==> src/rtl/tdm_demux_1to2_if.sv <==
// Bus bundle for tdm_demux_1to2: serial TDM input side and the framed word output side.
// Handshakes: a beat transfers on every cycle din_valid=1 (no backpressure on the line);
// a frame transfers on every cycle out_valid=1 and out_ready=1, and the data holds until then.
interface tdm_demux_1to2_if;
  logic       din;
  logic       din_valid;
  logic       sync;
  logic [7:0] out0;
  logic [7:0] out1;
  logic       out_valid;
  logic       out_ready;
  logic       overrun;
  logic       sync_err;
  logic       state_dbg;

  modport master (
    output din, din_valid, sync, out_ready,
    input  out0, out1, out_valid, overrun, sync_err, state_dbg
  );

  modport slave (
    input  din, din_valid, sync, out_ready,
    output out0, out1, out_valid, overrun, sync_err, state_dbg
  );
endinterface

==> src/rtl/tdm_demux_1to2.sv <==
// 1-to-2 TDM demultiplexer: 16-slot frames, even slots to out0, odd slots to out1, MSB first.
// Optional macro DEMUX_NETS_EN adds the combinational observation port nets[6:0].
module tdm_demux_1to2 (
  input  logic                    clk,
  input  logic                    rst,
  tdm_demux_1to2_if.slave         bus
`ifdef DEMUX_NETS_EN
  ,
  output logic [6:0]              nets
`endif
);

  typedef enum logic {HUNT = 1'b0, RECV = 1'b1} state_t;

  state_t     state_q, state_d;
  logic [3:0] slot_q, slot_d;
  logic [7:0] sh0_q, sh0_d;
  logic [7:0] sh1_q, sh1_d;
  logic [7:0] out0_q, out0_d;
  logic [7:0] out1_q, out1_d;
  logic       out_valid_q, out_valid_d;
  logic       overrun_q, overrun_d;
  logic       sync_err_q, sync_err_d;

  logic       frame_done;
  logic       out_free;

  always_ff @(posedge clk or posedge rst) begin
    if (rst) begin
      state_q     <= HUNT;
      slot_q      <= 4'd0;
      sh0_q       <= 8'h00;
      sh1_q       <= 8'h00;
      out0_q      <= 8'h00;
      out1_q      <= 8'h00;
      out_valid_q <= 1'b0;
      overrun_q   <= 1'b0;
      sync_err_q  <= 1'b0;
    end else begin
      state_q     <= state_d;
      slot_q      <= slot_d;
      sh0_q       <= sh0_d;
      sh1_q       <= sh1_d;
      out0_q      <= out0_d;
      out1_q      <= out1_d;
      out_valid_q <= out_valid_d;
      overrun_q   <= overrun_d;
      sync_err_q  <= sync_err_d;
    end
  end

  // Reception: FSM, slot counter and shift registers.
  always_comb begin
    state_d    = state_q;
    slot_d     = slot_q;
    sh0_d      = sh0_q;
    sh1_d      = sh1_q;
    sync_err_d = 1'b0;
    frame_done = 1'b0;

    case (state_q)
      HUNT: begin
        if (bus.din_valid && bus.sync) begin
          sh0_d   = {7'b0, bus.din};
          sh1_d   = 8'h00;
          slot_d  = 4'd1;
          state_d = RECV;
        end
      end
      RECV: begin
        if (bus.din_valid) begin
          if (bus.sync && (slot_q != 4'd0)) begin
            // Misplaced sync restarts the frame on this beat.
            sh0_d      = {7'b0, bus.din};
            sh1_d      = 8'h00;
            slot_d     = 4'd1;
            sync_err_d = 1'b1;
          end else begin
            if (slot_q[0] == 1'b0) begin
              sh0_d = {sh0_q[6:0], bus.din};
            end else begin
              sh1_d = {sh1_q[6:0], bus.din};
            end
            slot_d     = slot_q + 4'd1;
            frame_done = (slot_q == 4'd15);
          end
        end
      end
      default: begin
        state_d = HUNT;
        slot_d  = 4'd0;
      end
    endcase
  end

  // Output stage: holds the last complete frame independent of reception.
  always_comb begin
    out0_d      = out0_q;
    out1_d      = out1_q;
    out_valid_d = out_valid_q;
    overrun_d   = 1'b0;
    out_free    = !out_valid_q || bus.out_ready;

    if (out_valid_q && bus.out_ready) begin
      out_valid_d = 1'b0;
    end
    if (frame_done) begin
      if (out_free) begin
        out0_d      = sh0_d;
        out1_d      = sh1_d;
        out_valid_d = 1'b1;
      end else begin
        overrun_d = 1'b1;
      end
    end
  end

  assign bus.out0      = out0_q;
  assign bus.out1      = out1_q;
  assign bus.out_valid = out_valid_q;
  assign bus.overrun   = overrun_q;
  assign bus.sync_err  = sync_err_q;
  assign bus.state_dbg = (state_q == RECV);

`ifdef DEMUX_NETS_EN
  logic sel;
  assign sel  = slot_q[0];
  assign nets = {(state_q == RECV), bus.din_valid, bus.din & sel, bus.din & ~sel,
                 ~sel, sel, bus.din};
`endif

endmodule

==> src/flat_wrapper.sv <==
// flat-port wrapper written by rule: the top's interface ports become plain ports
module tdm_demux_1to2_flat 
  (clk, rst, bus_din, bus_din_valid, bus_sync, bus_out_ready, bus_out0, bus_out1, bus_out_valid, bus_overrun, bus_sync_err, bus_state_dbg);
  tdm_demux_1to2_if bus_i ();
  input  logic clk;
  input  logic rst;
  input wire logic [$bits(bus_i.din)-1:0] bus_din;
  input wire logic [$bits(bus_i.din_valid)-1:0] bus_din_valid;
  input wire logic [$bits(bus_i.sync)-1:0] bus_sync;
  input wire logic [$bits(bus_i.out_ready)-1:0] bus_out_ready;
  output wire logic [$bits(bus_i.out0)-1:0] bus_out0;
  output wire logic [$bits(bus_i.out1)-1:0] bus_out1;
  output wire logic [$bits(bus_i.out_valid)-1:0] bus_out_valid;
  output wire logic [$bits(bus_i.overrun)-1:0] bus_overrun;
  output wire logic [$bits(bus_i.sync_err)-1:0] bus_sync_err;
  output wire logic [$bits(bus_i.state_dbg)-1:0] bus_state_dbg;
  assign bus_i.din = bus_din;
  assign bus_i.din_valid = bus_din_valid;
  assign bus_i.sync = bus_sync;
  assign bus_i.out_ready = bus_out_ready;
  assign bus_out0 = bus_i.out0;
  assign bus_out1 = bus_i.out1;
  assign bus_out_valid = bus_i.out_valid;
  assign bus_overrun = bus_i.overrun;
  assign bus_sync_err = bus_i.sync_err;
  assign bus_state_dbg = bus_i.state_dbg;
  tdm_demux_1to2 u_core (.clk(clk), .rst(rst), .bus(bus_i));
endmodule
==> config.mk <==
export PLATFORM = sky130hd
export DESIGN_NAME = tdm_demux_1to2_flat
export DESIGN_NICKNAME = d
export VERILOG_FILES = /design/src/rtl/tdm_demux_1to2_if.sv /design/src/rtl/tdm_demux_1to2.sv /design/src/flat_wrapper.sv
export SDC_FILE = /design/constraint.sdc
export NUM_CORES = 1
export LEC_CHECK = 0
export CORE_ASPECT_RATIO = 0.6
export CORE_MARGIN = 1
export CORE_UTILIZATION = 47
export DETAILED_ROUTE_END_ITERATION = 10
export GPL_TIMING_DRIVEN = 1
export HOLD_SLACK_MARGIN = 0.15
export PLACE_DENSITY = 0.74
export SYNTH_ARGS = -nofsm -noshare
export SYNTH_HDL_FRONTEND = slang
export SYNTH_SLANG_ARGS = --single-unit
export TNS_END_PERCENT = 1
==> constraint.sdc <==
create_clock -name clk -period 2 [get_ports clk]
set_input_delay 0.4 -clock clk [delete_from_list [all_inputs] [get_ports clk]]
set_output_delay 0.4 -clock clk [all_outputs]
set_load 0.03 [all_outputs]
==> metrics.csv, run 1 <==
metric,value,unit
register area,1001,um^2
CTS tree,yes,
most area-consuming cells after synthesis,"dfrtp_1 (58%), mux2i_1 (9.3%), mux2_4 (8.7%)",
Setup crit end kind,flip-flop,
Yosys warning count,0,
Synth async-reset ratio,100.0,%
Fillers,242,
adder-cell share of the synthesized area,1.456,%
GPL Wtd Cong,0.8705,
Finish-stage setup viols,0,
DRC Markers,0,
largest area contributor in the netlist,dfrtp_1,
number of synthesized flops with an enable pin,0,
Post-Place Cells,205,
Initial Util,51.12,%
fin cells,212,
highest achievable clock rate,0.5168,GHz
final total power,1.902,mW
Critical Path RT,2.17,ns
Worst Hold Class,flip-flop to flip-flop,
Yosys top cell area share,58.22,%
Worst Max-Slew Pin Slew,0.4836,ns
initial antenna violation count,0,
core area,3363,um^2
DIE WIDTH,80.08,um
Netlist cell types,26,
Setup crit start kind,flip-flop,
kind of critical path,flip-flop to flip-flop,
fin crit share,96.76,%
clock share of power,25.7,%
Sw Share,28.63,%
io pins,26,
average size of a mapped cell,13.43,um^2
Pint,1.357,mW
P_leak,1.116,nW
clk root buf,clkbuf_8,
Layout area overhead,28.75,%
DRT Pass-1 Iters,4,
R2R Path End,u_core.bus.out0[0]$_DFFE_PP0P_,
GR Util All Layers,20.09,%
post-synthesis sequential area ratio,58.22,%
first-pass GRT wire length,5.768,mm
Post-Syn Instances,128,
register share of total power,50.5,%
dpl hpwl,2.429,mm
Pins Over Slew Limit,0,
Num CTS Buffers,5,
cts hold-fix bufs,0,
Die H,48.85,um
clk slew on worst S/H paths,0.07,ns
ANT nets after route,0,
worst-case clock skew,0.007640,ns
CTS max path bufs,2,
"most common cell after layout, fill and taps aside",dfrtp_1,
Main synth FF type,dfrtp_1,
max_cap viols,0,
grt ovf,0,
reg2reg start,u_core.slot_q[0]$_DFFE_PP0P_,
switching power,0.5444,mW
Combinational Power Share,23.8,%
internal reg-to-reg setup slack,0.06,ns
via count,1121,
H-tree levels,2,
Via density,5.288,
Final nets,175,
Initial DRC Count,87,
post-route minimum period,1.935,ns
final hold violation count,0,
HP Start,u_core.bus.out1[7]$_DFFE_PP0P_,
Crit. Startpoint,u_core.slot_q[0]$_DFFE_PP0P_,
post-synthesis simple-gate area fraction,9.170,%
P per Cell Area,859.3,nW/um^2
vias in the first global route,1174,
clock sinks,40,
layout cells sized above 1,25.15,%
Post CTS Setup Buffer Count,0,
multiplexer area fraction after synthesis,21.98,%
input/output buffers,25,
unrepaired setup endpoints after global routing,yes,
total die area,3912,um^2
largest net degree at the start of global routing,41,
Synth Register Bits,40,
XOR/XNOR share of the synthesized area,0,%
Mapped Area,1719,um^2
compound-gate portion of the synthesized area,5.459,%
Multi-input gate area,671.9,um^2
Slew Limit Headroom,67.76,%
routed len/inst,15.71,um
main combinational cell family by area after synthesis,multiplexers,
WHS,0.5128,ns
end of the critical path,u_core.bus.out0[0]$_DFFE_PP0P_,
crit-path max FO,10,
Mapped Nets,136,
most frequent cells in the layout,"dfrtp_1 (40), clkdlybuf4s50_1 (24), nor2_1 (17)",
Clock Latency Late Sink,0.29,ns
worst r2r path cells,7,
final WL,3.331,mm
Site Rows,16,
WP data arrival,2.10,ns
status,finished clean,
final core occ,65.81,%
ANT cells,0,
VDD IR-drop max,0.4369,mV
==> metal layers <==
metal	wire length (um)	part of all wire (%)	track usage, %	vias to the layer above
li1	-	-	-	523
met1	1633	49	28.84	567
met2	1499	45	29.20	26
met3	157	4.7	6.355	5
met4	40	1.2	6.250	0
met5	0	0	0	-
==> Yosys cell counts, drive strengths merged (2+ instances only) <==
cell / number
a21oi: 4
a31oi: 2
a32o: 2
and3: 4
buf: 7
dfrtp: 40
ha: 2
inv: 3
mux2: 16
mux2i: 16
nand2: 5
nor2: 17
==> power by group through the flow <==
stage / Clock, mW / Combinational (mW) / Sequential, mW
after global routing: 0.545 / 0.494 / 0.971
after detailed placement: 0 / 0.454 / 0.971
after floorplan: 0 / 0.258 / 0.981
after global placement: 0 / 0.431 / 0.964
after CTS: 0.505 / 0.455 / 0.957
final: 0.489 / 0.453 / 0.960
==> per-stage QoR <==
stage / setup TNS [ns] / setup slack [ns] / area, um^2
detailed placement: 0 / 0.002040 / 2133
global route: -0.0007481 / -0.0007481 / 2213
CTS: 0 / 0.03632 / 2210
finish: 0 / 0.06483 / 2213
floorplan: -0.03699 / -0.003699 / 1740
global placement: 0 / 0.07276 / 2133
==> flip-flops by register name, indices dropped and copies added, names as in the netlist <==
signal,count
u_core.bus.out0,8
u_core.bus.out1,8
u_core.bus.out_valid,1
u_core.bus.overrun,1
u_core.bus.state_dbg,1
u_core.bus.sync_err,1
u_core.sh0_q,8
u_core.sh1_q,8
u_core.slot_q,4
==> logic make-up (layout without fill, tap and decap cells) <==
| logic type | count (synthesis) | after routing |
|---|---|---|
| adder cells (fa/ha/maj) | 2 | 2 |
| AND/OR/NAND/NOR | 32 | 32 |
| multiplexers | 32 | 32 |
| flip-flops | 40 | 40 |
| buffers and inverters | 10 | 49 |
| AO/OA/AOI/OAI | 12 | 12 |
==> timing repair <==
action / CTS / global route
endpoints found under the hold margin: 0 / 0
endpoints found under the setup margin: 1 / 9
pin swaps: 0 / 1
gates resized for setup: 1 / 2
==> worst max-delay path, stage by stage, from the launching register on <==
cell and delay [ns]:
dfrtp_1 0.39, inv_2 0.08, ha_4 0.13, or3b_4 0.39, a21oi_4 0.14, and3_4 0.22, buf_12 0.14, mux2_2 0.34
==> cell type report <==
class | count | share of cell area [%]
Timing Repair Buffer | 39 | 17.86
Sequential cell | 40 | 45.22
Inverter | 3 | 0.5088
Clock inverter | 1 | 0.2261
Clock buffer | 6 | 3.279
Tap cell | 45 | 2.544
Multi-Input combinational cell | 78 | 30.36
==> worst min path at each step <==
stage	end	slack (ns)	cells after the start
after CTS	u_core.bus.out0[6]$_DFFE_PP0P_	0.52	1
after global placement	u_core.bus.out1[7]$_DFFE_PP0P_	0.49	1
final	u_core.bus.out1[7]$_DFFE_PP0P_	0.51	1
after detailed placement	u_core.bus.out0[6]$_DFFE_PP0P_	0.49	1
after floorplan	u_core.sh0_q[7]$_DFF_PP0_	0.49	2
after global routing	u_core.bus.out0[6]$_DFFE_PP0P_	0.53	1
Power figures use the tool's default switching activity.
==> run 2, diff against run 1 <==
--- a/config.mk
+++ b/config.mk
@@ -5,13 +5,15 @@
 export SDC_FILE = /design/constraint.sdc
 export NUM_CORES = 1
 export LEC_CHECK = 0
+export ABC_AREA = 1
 export CORE_ASPECT_RATIO = 0.6
 export CORE_MARGIN = 1
-export CORE_UTILIZATION = 47
+export CORE_UTILIZATION = 48
 export DETAILED_ROUTE_END_ITERATION = 10
 export GPL_TIMING_DRIVEN = 1
 export HOLD_SLACK_MARGIN = 0.15
 export PLACE_DENSITY = 0.74
+export RECOVER_POWER = 100
 export SYNTH_ARGS = -nofsm -noshare
 export SYNTH_HDL_FRONTEND = slang
 export SYNTH_SLANG_ARGS = --single-unit
==> constraint.sdc (replaced) <==
create_clock -name clk -period 2 [get_ports clk]
set_input_delay 0.2 -clock clk [delete_from_list [all_inputs] [get_ports clk]]
set_output_delay 0.2 -clock clk [all_outputs]
set_load 0.03 [all_outputs]
==> metrics.csv, run 2 <==
metric,value,unit,change
cell area after placement,2150,um^2,+0.76%
Clock Latency Late Sink,0.29,ns,about the same
internal reg-to-reg setup slack,0.20,ns,+0.14 ns
Setup crit end kind,flip-flop,,
pre-CTS setup slack,0.1788,ns,+0.1768 ns
Via density,4.790,,-9.4%
core area,3680,um^2,+9.4%
reg2reg start,u_core.slot_q[0]$_DFFE_PP0P_,,
HP Start,u_core.bus.out1[0]$_DFFE_PP0P_,,
CTS max path bufs,2,,unchanged
Initial Util,50.60,%,-0.52 points
register share of total power,48.6,%,-1.9 points
VDD IR-drop max,0.4848,mV,+11%
family with the most delay on the worst path,simple AND/OR/NAND/NOR gates,,
Site Rows,17,,+1
dpl hpwl,2.362,mm,-2.8%
Setup crit start kind,flip-flop,,
H-tree levels,2,,unchanged
highest achievable clock rate,0.5558,GHz,+7.6%
final total power,2.347,mW,+23%
WHS,0.4767,ns,-0.03610 ns
most area-consuming cells after synthesis,"dfrtp_1 (54%), nand2_1 (21%), inv_1 (5.2%)",,
clk root buf,clkbuf_8,,
average size of a mapped cell,8.166,um^2,-39%
Initial DRC Count,80,,-8.0%
CTS tree,yes,,
cells along the critical path,inv_1 -> ha_1 -> nand2_1 -> nand2_1 -> nand3_4 -> nor2_8 -> buf_4 -> nand2_1 -> nand2_1,,
total die area,4140,um^2,+5.8%
Post-Syn Instances,228,,+78%
cts hold-fix bufs,0,,unchanged
Mapped Nets,236,,+74%
largest net degree at the start of global routing,41,,unchanged
Pins Over Slew Limit,0,,unchanged
setup TNS,0,ns,unchanged
Worst Max-Slew Pin Slew,0.9676,ns,+0.4841 ns
Critical-path top delay cell,dfrtp_1,,
Sw Share,35.11,%,+6.5 points
layout cells sized above 1,6.202,%,-19 points
Worst Hold Class,flip-flop to flip-flop,,
first-pass GRT wire length,5.954,mm,+3.2%
P per Cell Area,1051,nW/um^2,+22%
Netlist cell types,21,,-19%
fin crit share,89.95,%,-6.8 points
final hold violation count,0,,unchanged
Pint,1.523,mW,+12%
status,finished clean,,
DRC Markers,0,,unchanged
max_cap viols,0,,unchanged
Num CTS Buffers,5,,unchanged
Finished Cell Area,2232,um^2,+0.85%
via count,1461,,+30%
clk slew on worst S/H paths,0.08,ns,about the same
Fillers,336,,+39%
DIE WIDTH,82.40,um,+2.9%
P_leak,1.233,nW,+10%
Yosys top cell area share,53.76,%,-4.5 points
GR Util All Layers,19.64,%,-0.45 points
final WL,3.458,mm,+3.8%
PostCTS Resize Cnt,0,,-1
Main synth FF type,dfrtp_1,,
Synth Register Bits,40,,unchanged
unrepaired setup endpoints after global routing,no,,
max incr delay on CP,0.43,ns,+0.04 ns
R2R Path End,u_core.bus.out1[3]$_DFFE_PP0P_,,
WP data arrival,2.03,ns,-0.07 ns
Critical Path RT,2.23,ns,+0.06 ns
routed len/inst,11.34,um,-28%
Post-synth top cells,"nand2_1 (104), dfrtp_1 (40), inv_1 (26)",,
most frequent cells in the layout,"nand2_1 (105), dfrtp_1 (40), inv_1 (26)",,
hold path endpoint,u_core.bus.out1[0]$_DFFE_PP0P_,,
DRT Pass-1 Iters,5,,+1
"count leader, synth",nand2_1,,
Die H,50.24,um,+2.9%
kind of critical path,flip-flop to flip-flop,,
Post CTS Setup Buffer Count,0,,unchanged
worst-case clock skew,0.004838,ns,-0.002802 ns
post-route minimum period,1.799,ns,-0.1361 ns
min setup slack post-route,0.2009,ns,+0.1361 ns
vias in the first global route,1312,,+12%
initial antenna violation count,0,,unchanged
Yosys warning count,0,,unchanged
Combinational Power Share,27.8,%,+4.0 points
Bufs and invs on worst path,2,,unchanged
Crit. Startpoint,u_core.slot_q[0]$_DFFE_PP0P_,,
Finish-stage setup viols,0,,unchanged
Mapped Area,1862,um^2,+8.3%
Layout area overhead,19.89,%,
grt ovf,0,,unchanged
GPL Wtd Cong,0.8397,,-3.5%
input/output buffers,25,,unchanged
number of synthesized flops with an enable pin,0,,unchanged
crit-path max FO,10,,unchanged
switching power,0.8239,mW,+51%
ANT cells,0,,unchanged
largest area contributor in the netlist,dfrtp_1,,
most frequent CP cell,nand2_1,,
Synth async-reset ratio,100.0,%,unchanged
Final nets,265,,+51%
"most common cell after layout, fill and taps aside",nand2_1,,
hold path cells,2,,+1
io pins,26,,unchanged
clock share of power,23.6,%,-2.1 points
ANT nets after route,0,,unchanged
Slew Limit Headroom,35.49,%,-32 points
clock sinks,40,,unchanged
post-synthesis sequential area ratio,53.76,%,-4.5 points
worst r2r path cells,9,,+2
run 2: power by group through the flow:
stage | Clock, mW | Sequential (mW) | Combinational, mW
floorplan | 0 | 1.14 | 0.522
global placement | 0 | 1.15 | 0.658
detailed placement | 0 | 1.15 | 0.668
CTS | 0.569 | 1.14 | 0.669
global route | 0.603 | 1.17 | 0.772
finish | 0.554 | 1.14 | 0.652
run 2: logic make-up after synthesis:
| kind of cell | after synthesis | share of synthesized area (%) |
|---|---|---|
| buf+inv | 33 | 7.930 |
| fa+ha+maj | 2 | 1.344 |
| flops | 40 | 53.76 |
| compound gates | 29 | 8.871 |
| xor+xnor | 2 | 0.9410 |
| simple gates | 122 | 27.15 |
run 2: per-stage QoR:
stage | cells | utilization, %
finish | 305 | 60.66
global route | 305 | 60.66
CTS | 305 | 60.93
detailed placement | 297 | 58.42
global placement | 297 | 58.42
floorplan | 228 | -
run 2: tightest hold or removal path, delay by kind of cell, from the launching register on:
| family | cells | cell delay, ns |
|---|---|---|
| flip-flops | 1 | 0.34 |
| AND/OR/NAND/NOR | 2 | 0.11 |
run 2: how the worst max path moves through the flow:
stage,endpoint,depth (start not counted)
after floorplan,u_core.bus.out0[2]$_DFFE_PP0P_,10
after global placement,u_core.bus.out0[4]$_DFFE_PP0P_,10
after detailed placement,u_core.bus.out0[5]$_DFFE_PP0P_,10
after CTS,u_core.bus.out0[2]$_DFFE_PP0P_,10
after global routing,u_core.bus.out1[0]$_DFFE_PP0P_,9
final,u_core.bus.out1[3]$_DFFE_PP0P_,9
run 2: area by class of cell:
| cell class | count | area [um^2] | area share (%) |
|---|---|---|---|
| clock buffers | 6 | 82.58 | 3.700 |
| clock inverters | 2 | 10.01 | 0.4484 |
| inverters | 27 | 103.9 | 4.652 |
| multi-input cells | 155 | 705.7 | 31.61 |
| flip-flops and latches | 40 | 1001 | 44.84 |
| well taps | 47 | 58.81 | 2.635 |
| repair buffers | 28 | 270.3 | 12.11 |
run 2: layer usage:
| metal | vias to the layer above | track usage [%] | share of wire [%] |
|---|---|---|---|
| li1 | 771 | - | - |
| met1 | 655 | 30.22 | 56 |
| met2 | 28 | 25.90 | 38 |
| met3 | 7 | 6.000 | 4.8 |
| met4 | 0 | 6.140 | 1.2 |
| met5 | - | 0 | 0 |
